## config.mk

```make
export PLATFORM = sky130hd
export DESIGN_NAME = ps2_rx_ctrl
export DESIGN_NICKNAME = d
export VERILOG_FILES = /design/src/rtl/ps2_pkg.sv /design/src/rtl/ps2_byte_fifo.sv /design/src/rtl/ps2_rx_ctrl.sv
export SDC_FILE = /design/constraint.sdc
export NUM_CORES = 1
export LEC_CHECK = 0
export CORE_ASPECT_RATIO = 0.5
export CORE_UTILIZATION = 30
export CTS_CLUSTER_DIAMETER = 100
export DETAILED_ROUTE_END_ITERATION = 10
export PLACE_DENSITY = 0.43
export SKIP_LAST_GASP = 1
export SLEW_MARGIN = 20
export SYNTH_ARGS = -nofsm -noshare
export SYNTH_HDL_FRONTEND = slang
export SYNTH_SLANG_ARGS = --single-unit
export TNS_END_PERCENT = 30
```

## constraint.sdc

```tcl
create_clock -name clk -period 3.55 [get_ports clk]
set_clock_uncertainty 0.05 [all_clocks]
set_input_delay 0.71 -clock clk [delete_from_list [all_inputs] [get_ports clk]]
set_output_delay 0.71 -clock clk [all_outputs]
set_load 0.02 [all_outputs]
```

## src/rtl/ps2_pkg.sv

```systemverilog
// Shared types and default timing for the PS/2 receive path.
// Timing defaults are derived from the system clock rate.
package ps2_pkg;

  localparam int CLK_HZ = 50_000_000;

  typedef enum logic [2:0] {
    S_DISABLED = 3'd0,
    S_RUN      = 3'd1,
    S_INHIBIT  = 3'd2,
    S_RECOVER  = 3'd3
  } ps2_ctrl_state_t;

  function automatic int us_to_cycles(input int us);
    return (CLK_HZ / 1_000_000) * us;
  endfunction

  localparam int DEF_FIFO_DEPTH     = 8;
  localparam int DEF_INHIBIT_CYCLES = us_to_cycles(100);
  localparam int DEF_TIMEOUT_CYCLES = us_to_cycles(2000);
  localparam int DEF_RECOVER_CYCLES = 4;

endpackage

```

## src/rtl/ps2_byte_fifo.sv

```systemverilog
// Synchronous show-ahead byte FIFO; rd_data is a registered copy of the head
// so it is defined (zero) out of reset and updates the cycle after a pop.
module ps2_byte_fifo #(
  parameter int DATA_W     = 8,
  parameter int FIFO_DEPTH = 8
) (
  input  logic                          clk,
  input  logic                          rst,
  input  logic                          wr_en,
  input  logic [DATA_W-1:0]             wr_data,
  input  logic                          rd_en,
  output logic [DATA_W-1:0]             rd_data,
  output logic                          empty,
  output logic                          full,
  output logic [$clog2(FIFO_DEPTH):0]   count,
  output logic                          drop
);

  localparam int AW = $clog2(FIFO_DEPTH);
  localparam logic [AW-1:0] PTR_ONE  = 1;
  localparam logic [AW:0]   CNT_ONE  = 1;
  localparam logic [AW:0]   FULL_CNT = (AW+1)'(FIFO_DEPTH);

  logic [DATA_W-1:0] mem [FIFO_DEPTH];
  logic [AW-1:0]     wr_ptr, rd_ptr, rd_nxt;
  logic              do_wr, do_rd;

  assign empty  = (count == '0);
  assign full   = (count == FULL_CNT);
  assign do_rd  = rd_en & ~empty;
  assign do_wr  = wr_en & (~full | do_rd);
  assign drop   = wr_en & full & ~do_rd;
  assign rd_nxt = do_rd ? rd_ptr + PTR_ONE : rd_ptr;

  always_ff @(posedge clk) begin
    if (do_wr) mem[wr_ptr] <= wr_data;
  end

  always_ff @(posedge clk or negedge rst) begin
    if (!rst) begin
      wr_ptr  <= '0;
      rd_ptr  <= '0;
      count   <= '0;
      rd_data <= '0;
    end else begin
      if (do_wr) wr_ptr <= wr_ptr + PTR_ONE;
      rd_ptr <= rd_nxt;
      case ({do_wr, do_rd})
        2'b10:   count <= count + CNT_ONE;
        2'b01:   count <= count - CNT_ONE;
        default: count <= count;
      endcase
      // The new head is the incoming byte only when it lands exactly at the next read slot.
      if (do_wr && (wr_ptr == rd_nxt))
        rd_data <= wr_data;
      else if (do_rd && (count > CNT_ONE))
        rd_data <= mem[rd_nxt];
    end
  end

endmodule

```

## src/rtl/ps2_rx_ctrl.sv

```systemverilog
// Flow-control wrapper around ps2_rx: owns its enable, buffers received bytes,
// inhibits the PS/2 clock near FIFO full and restarts ps2_rx on stuck frames.
module ps2_rx_ctrl
  import ps2_pkg::*;
#(
  parameter int FIFO_DEPTH     = DEF_FIFO_DEPTH,
  parameter int INHIBIT_CYCLES = DEF_INHIBIT_CYCLES,
  parameter int TIMEOUT_CYCLES = DEF_TIMEOUT_CYCLES,
  parameter int RECOVER_CYCLES = DEF_RECOVER_CYCLES
) (
  input  logic                        clk,
  input  logic                        rst,
  input  logic                        enable,
  input  logic                        ps2c_in,
  output logic                        ps2c_oe,
  output logic                        rx_en,
  input  logic                        rx_done,
  input  logic [7:0]                  rx_data,
  input  logic                        rd_en,
  output logic [7:0]                  rd_data,
  output logic                        empty,
  output logic [$clog2(FIFO_DEPTH):0] count,
  output logic                        overflow,
  output logic                        timeout,
  input  logic                        clr_status,
  output logic [2:0]                  state_o
);

  localparam int AW      = $clog2(FIFO_DEPTH);
  localparam int MAX_A   = (TIMEOUT_CYCLES > INHIBIT_CYCLES) ? TIMEOUT_CYCLES : INHIBIT_CYCLES;
  localparam int CNT_MAX = (MAX_A > RECOVER_CYCLES) ? MAX_A : RECOVER_CYCLES;
  localparam int CW      = $clog2(CNT_MAX + 1);

  localparam logic [CW-1:0] CNT_ONE   = 1;
  localparam logic [CW-1:0] TO_LAST   = CW'(TIMEOUT_CYCLES - 1);
  localparam logic [CW-1:0] INH_LAST  = CW'(INHIBIT_CYCLES - 1);
  localparam logic [CW-1:0] REC_LAST  = CW'(RECOVER_CYCLES - 1);
  localparam logic [AW:0]   NEAR_FULL = (AW+1)'(FIFO_DEPTH - 1);
  localparam logic [AW:0]   HALF_CNT  = (AW+1)'(FIFO_DEPTH / 2);

  ps2_ctrl_state_t state;
  logic [2:0]      ps2c_sync;
  logic            ps2c_fall, busy;
  logic [CW-1:0]   cnt;
  logic            fifo_wr, fifo_full, fifo_drop;

  assign state_o   = state;
  assign ps2c_fall = ps2c_sync[2] & ~ps2c_sync[1];
  assign fifo_wr   = rx_done & (state == S_RUN);

  ps2_byte_fifo #(
    .DATA_W     (8),
    .FIFO_DEPTH (FIFO_DEPTH)
  ) u_fifo (
    .clk     (clk),
    .rst     (rst),
    .wr_en   (fifo_wr),
    .wr_data (rx_data),
    .rd_en   (rd_en),
    .rd_data (rd_data),
    .empty   (empty),
    .full    (fifo_full),
    .count   (count),
    .drop    (fifo_drop)
  );

  // Idle PS/2 clock is high, so the synchronizer resets to 1 to avoid a false edge.
  always_ff @(posedge clk or negedge rst) begin
    if (!rst) ps2c_sync <= 3'b111;
    else      ps2c_sync <= {ps2c_sync[1:0], ps2c_in};
  end

  always_ff @(posedge clk or negedge rst) begin
    if (!rst)              overflow <= 1'b0;
    else if (fifo_drop)    overflow <= 1'b1;
    else if (clr_status)   overflow <= 1'b0;
  end

  always_ff @(posedge clk or negedge rst) begin
    if (!rst) begin
      state   <= S_DISABLED;
      rx_en   <= 1'b0;
      ps2c_oe <= 1'b0;
      cnt     <= '0;
      busy    <= 1'b0;
      timeout <= 1'b0;
    end else begin
      if (clr_status) timeout <= 1'b0;
      if (!enable) begin
        state   <= S_DISABLED;
        rx_en   <= 1'b0;
        ps2c_oe <= 1'b0;
        cnt     <= '0;
        busy    <= 1'b0;
      end else begin
        case (state)
          S_DISABLED: begin
            state <= S_RUN;
            rx_en <= 1'b1;
            cnt   <= '0;
            busy  <= 1'b0;
          end
          S_RUN: begin
            if (busy && (cnt == TO_LAST)) begin
              state   <= S_RECOVER;
              rx_en   <= 1'b0;
              cnt     <= '0;
              busy    <= 1'b0;
              timeout <= 1'b1;
            end else if ((count >= NEAR_FULL) && !busy && !rx_done) begin
              state   <= S_INHIBIT;
              rx_en   <= 1'b0;
              ps2c_oe <= 1'b1;
              cnt     <= '0;
            end else if (rx_done) begin
              cnt  <= '0;
              busy <= 1'b0;
            end else begin
              if (busy)      cnt  <= cnt + CNT_ONE;
              if (ps2c_fall) busy <= 1'b1;
            end
          end
          S_INHIBIT: begin
            // Hold counter saturates so a slow consumer cannot wrap it.
            if ((cnt >= INH_LAST) && (count <= HALF_CNT)) begin
              state   <= S_RUN;
              rx_en   <= 1'b1;
              ps2c_oe <= 1'b0;
              cnt     <= '0;
            end else if (cnt < INH_LAST) begin
              cnt <= cnt + CNT_ONE;
            end
          end
          S_RECOVER: begin
            if (cnt == REC_LAST) begin
              state <= S_RUN;
              rx_en <= 1'b1;
              cnt   <= '0;
            end else begin
              cnt <= cnt + CNT_ONE;
            end
          end
          default: begin
            state   <= S_DISABLED;
            rx_en   <= 1'b0;
            ps2c_oe <= 1'b0;
            cnt     <= '0;
            busy    <= 1'b0;
          end
        endcase
      end
    end
  end

endmodule

```

==> results.md <==
* Status: finished, final reports clean
* Post-CTS setup buffer count at 0
* Met2 Wirelength at 5300 um
* Required @ worst endpoint at 3.75 ns
* Crit-path max FO at 10
* Core outline area at 16600 um2
* Die Wd at 187 um
* Routed wire length at 12200 um
* Static leakage power at 2.31 nW
* Crit share post-route at 92.2%
* Clock sinks at 109
* Multi-input gate area at 1940 um2
* Final TNS setup at 0 ns
* Asr flop ratio synth at 41.3%
* Pwr Total at 4.31 mW
* Sequential area share after synthesis at 59.3%
* Vias in the first global route at 3465
* CP arrival at 3.47 ns
* Finished Layout Cells at 722
* Top FF cell, synth: edfxtp_1
* Mapped cell area at 5150 um2
* Max-cap violation count at 0
* Number of H-tree levels at 3
* Relative slew margins at 42.0%
* Worst hold path class: flop to flop
* RSZ-0062 raised after global routing: no
* Placed cell count at 706
* Cells after Synth at 444
* Syn_area_per_cell at 11.6 um2
* Top layer used by detailed routing: met4
* Worst IR drop on VDD at 0.279 mV
* Drt via density at 4.88
* Area growth from synthesis to layout at 20.1%
* Share of layout cells above drive strength 1 at 11.3%
* Core Rows at 33
* Final setup viols at 0
* CTS buffer count at 9
* Starting density of the core at 31.1%
* Yosys Warn Count at 0
* Drt initial violations at 208
* Largest net degree at the start of global routing at 51
* Min Tclk post-route at 3.27 ns
* Clock-pin slew on the worst setup and hold paths at 0.08 ns
* Max Freq at 0.306 GHz
* Die Y at 94.6 um
* Routed Antenna Nets at 0
* Global-route wire length before repair at 19800 um
* Netlist cell types at 52
* Placer Congestion at 0.795
* P per Cell Area at 697 nW/um2
* Number of antenna diodes at 0
* CTS tree: yes
* EDFF count, synth at 64
* DRC at 0
* Placed Area at 5880 um2
* Cell count of the worst reg-to-reg path at 8
* Clock Latency Late Sink at 0.35 ns
* Syn_nets at 469
* Hold depth at 0
* IO Count at 35
* # fillers at 1651
* CTS hold repair buffers at 0
* Register Area at 3050 um2
* M1 wire length at 6480 um
* DP Wirelength at 7900 um
* Hold_ws at 0.311 ns
* Die area at 17700 um2
* CTS root buffer: clkbuf_16
* DR vias at 3524
* TritonRoute pass-1 iters at 4
* Final Hold Viols at 0
* Max clock buf depth at 2
* GRT Overall Usage at 14.8%
* # nets final at 515
* DR WL/cell at 17.0 um
* Post-route cell area at 6180 um2
* Kind of end point of the critical path: flop
* Synth Register Bits at 109
* Input/output buffers at 33
* DR WL met3 at 371 um
* Worst-Margin Slew at 0.871 ns
* Startpoint types: flop
* Post_cts resized at 0
* Initial antenna violation count at 0
* Critical path type: flop to flop
* Slew Limit Fails at 0
* Total grt overflow at 0
## layout by cell type, fill, tap and decap left out, drive strengths merged, types with 8 or more instances in the layout
cell,count
a211oi,35
a21oi,16
a22o,12
buf,27
clkbuf,10
clkdlybuf4s50,32
dfrtp,42
edfxtp,64
ha,10
inv,20
mux2i,17
nand2,32
nand3,13
nor2,32
nor2b,23
nor3,13
nor4,8
o21ai,19
o31ai,9
## worst paths after layout
path,start,to,slack [ns]
max reg2reg,cnt[13],cnt[11],0.28
max in group asynchronous,rst,ps2c_sync[1],2.22
min reg2reg,ps2c_sync[0],ps2c_sync[1],0.31
max,cnt[13],cnt[11],0.28
min,ps2c_sync[0],ps2c_sync[1],0.31
min in group asynchronous,rst,u_fifo.rd_data[3],0.41
## flip-flops by register name, indices dropped and copies added, names as in the netlist
name,flops
busy,1
cnt,17
overflow,1
ps2c_oe,1
ps2c_sync,3
rx_en,1
state_o,2
timeout,1
u_fifo.count,4
u_fifo.mem,64
u_fifo.rd_data,8
u_fifo.rd_ptr,3
u_fifo.wr_ptr,3
## synthesized netlist by cell type (all sizes together), types with 2 or more instances
master | number | area [um2]
a211oi | 35 | 263
a21o | 3 | 22.5
a21oi | 16 | 80.1
a22o | 12 | 105
and3 | 4 | 25.0
buf | 9 | 65.1
clkbuf | 15 | 56.3
dfrtp | 42 | 1050
dfstp | 3 | 78.8
edfxtp | 64 | 1920
ha | 10 | 125
inv | 18 | 67.6
mux2i | 17 | 170
nand2 | 32 | 120
nand2b | 5 | 31.3
nand3 | 13 | 65.1
nand3b | 2 | 15.0
nand4 | 3 | 18.8
nand4b | 2 | 17.5
nor2 | 32 | 123
nor2b | 23 | 144
nor3 | 13 | 65.1
nor4 | 8 | 56.3
nor4b | 2 | 17.5
nor4bb | 2 | 20.0
o21a | 2 | 15.0
o21ai | 19 | 106
o22ai | 2 | 12.5
o31ai | 9 | 67.6
or3 | 4 | 25.0
or4 | 3 | 26.3
xnor2 | 7 | 61.3
xor2 | 2 | 17.5
## power by group
group          switching [mW]  internal, mW  total [mW]
clock                   0.490         0.556        1.05
combinational           0.907         0.678        1.59
sequential              0.165          1.51        1.68
total                    1.56          2.75        4.31
## per-layer routing
layer | global-route usage (%) | vias up
met5 | 0 | -
met3 | 3.46 | 7
met2 | 23.4 | 53
met4 | 3.07 | 0
li1 | - | 1734
met1 | 20.8 | 1730
## worst max-delay path, stage by stage, from the launching register on
cell and delay (ns):
dfrtp_1 0.44, or3_1 0.44, or4_1 0.50, or4_4 0.53, a32o_2 0.33, o21ai_4 0.28, buf_4 0.23, o21ai_0 0.10
a22o_1 0.25
## metrics by stage
stage	setup slack (ns)	utilization (%)
6_report	0.279	37.3
4_1_cts	0.266	37.3
3_5_place_dp	0.272	35.5
5_1_grt	0.163	37.3
2_1_floorplan	0.479	-
3_3_place_gp	0.332	35.5
## logic make-up after synthesis
kind of cell | Yosys count | synth area share (%)
xor+xnor | 9 | 1.53
flops | 109 | 59.3
simple gates | 150 | 15.2
buf+inv | 42 | 3.67
fa+ha+maj | 10 | 2.43
mux | 18 | 3.52
compound gates | 105 | 14.3
other cells | 1 | 0.0728
## final cells by class
type / count / area share [%]
sequential: 109 / 49.4
multi-input combinational: 293 / 31.3
timing repair buffer: 59 / 8.82
tap: 227 / 4.59
clock buffer: 10 / 3.70
clock inverter: 6 / 1.13
inverter: 18 / 1.09
Power figures use the tool's default switching activity.
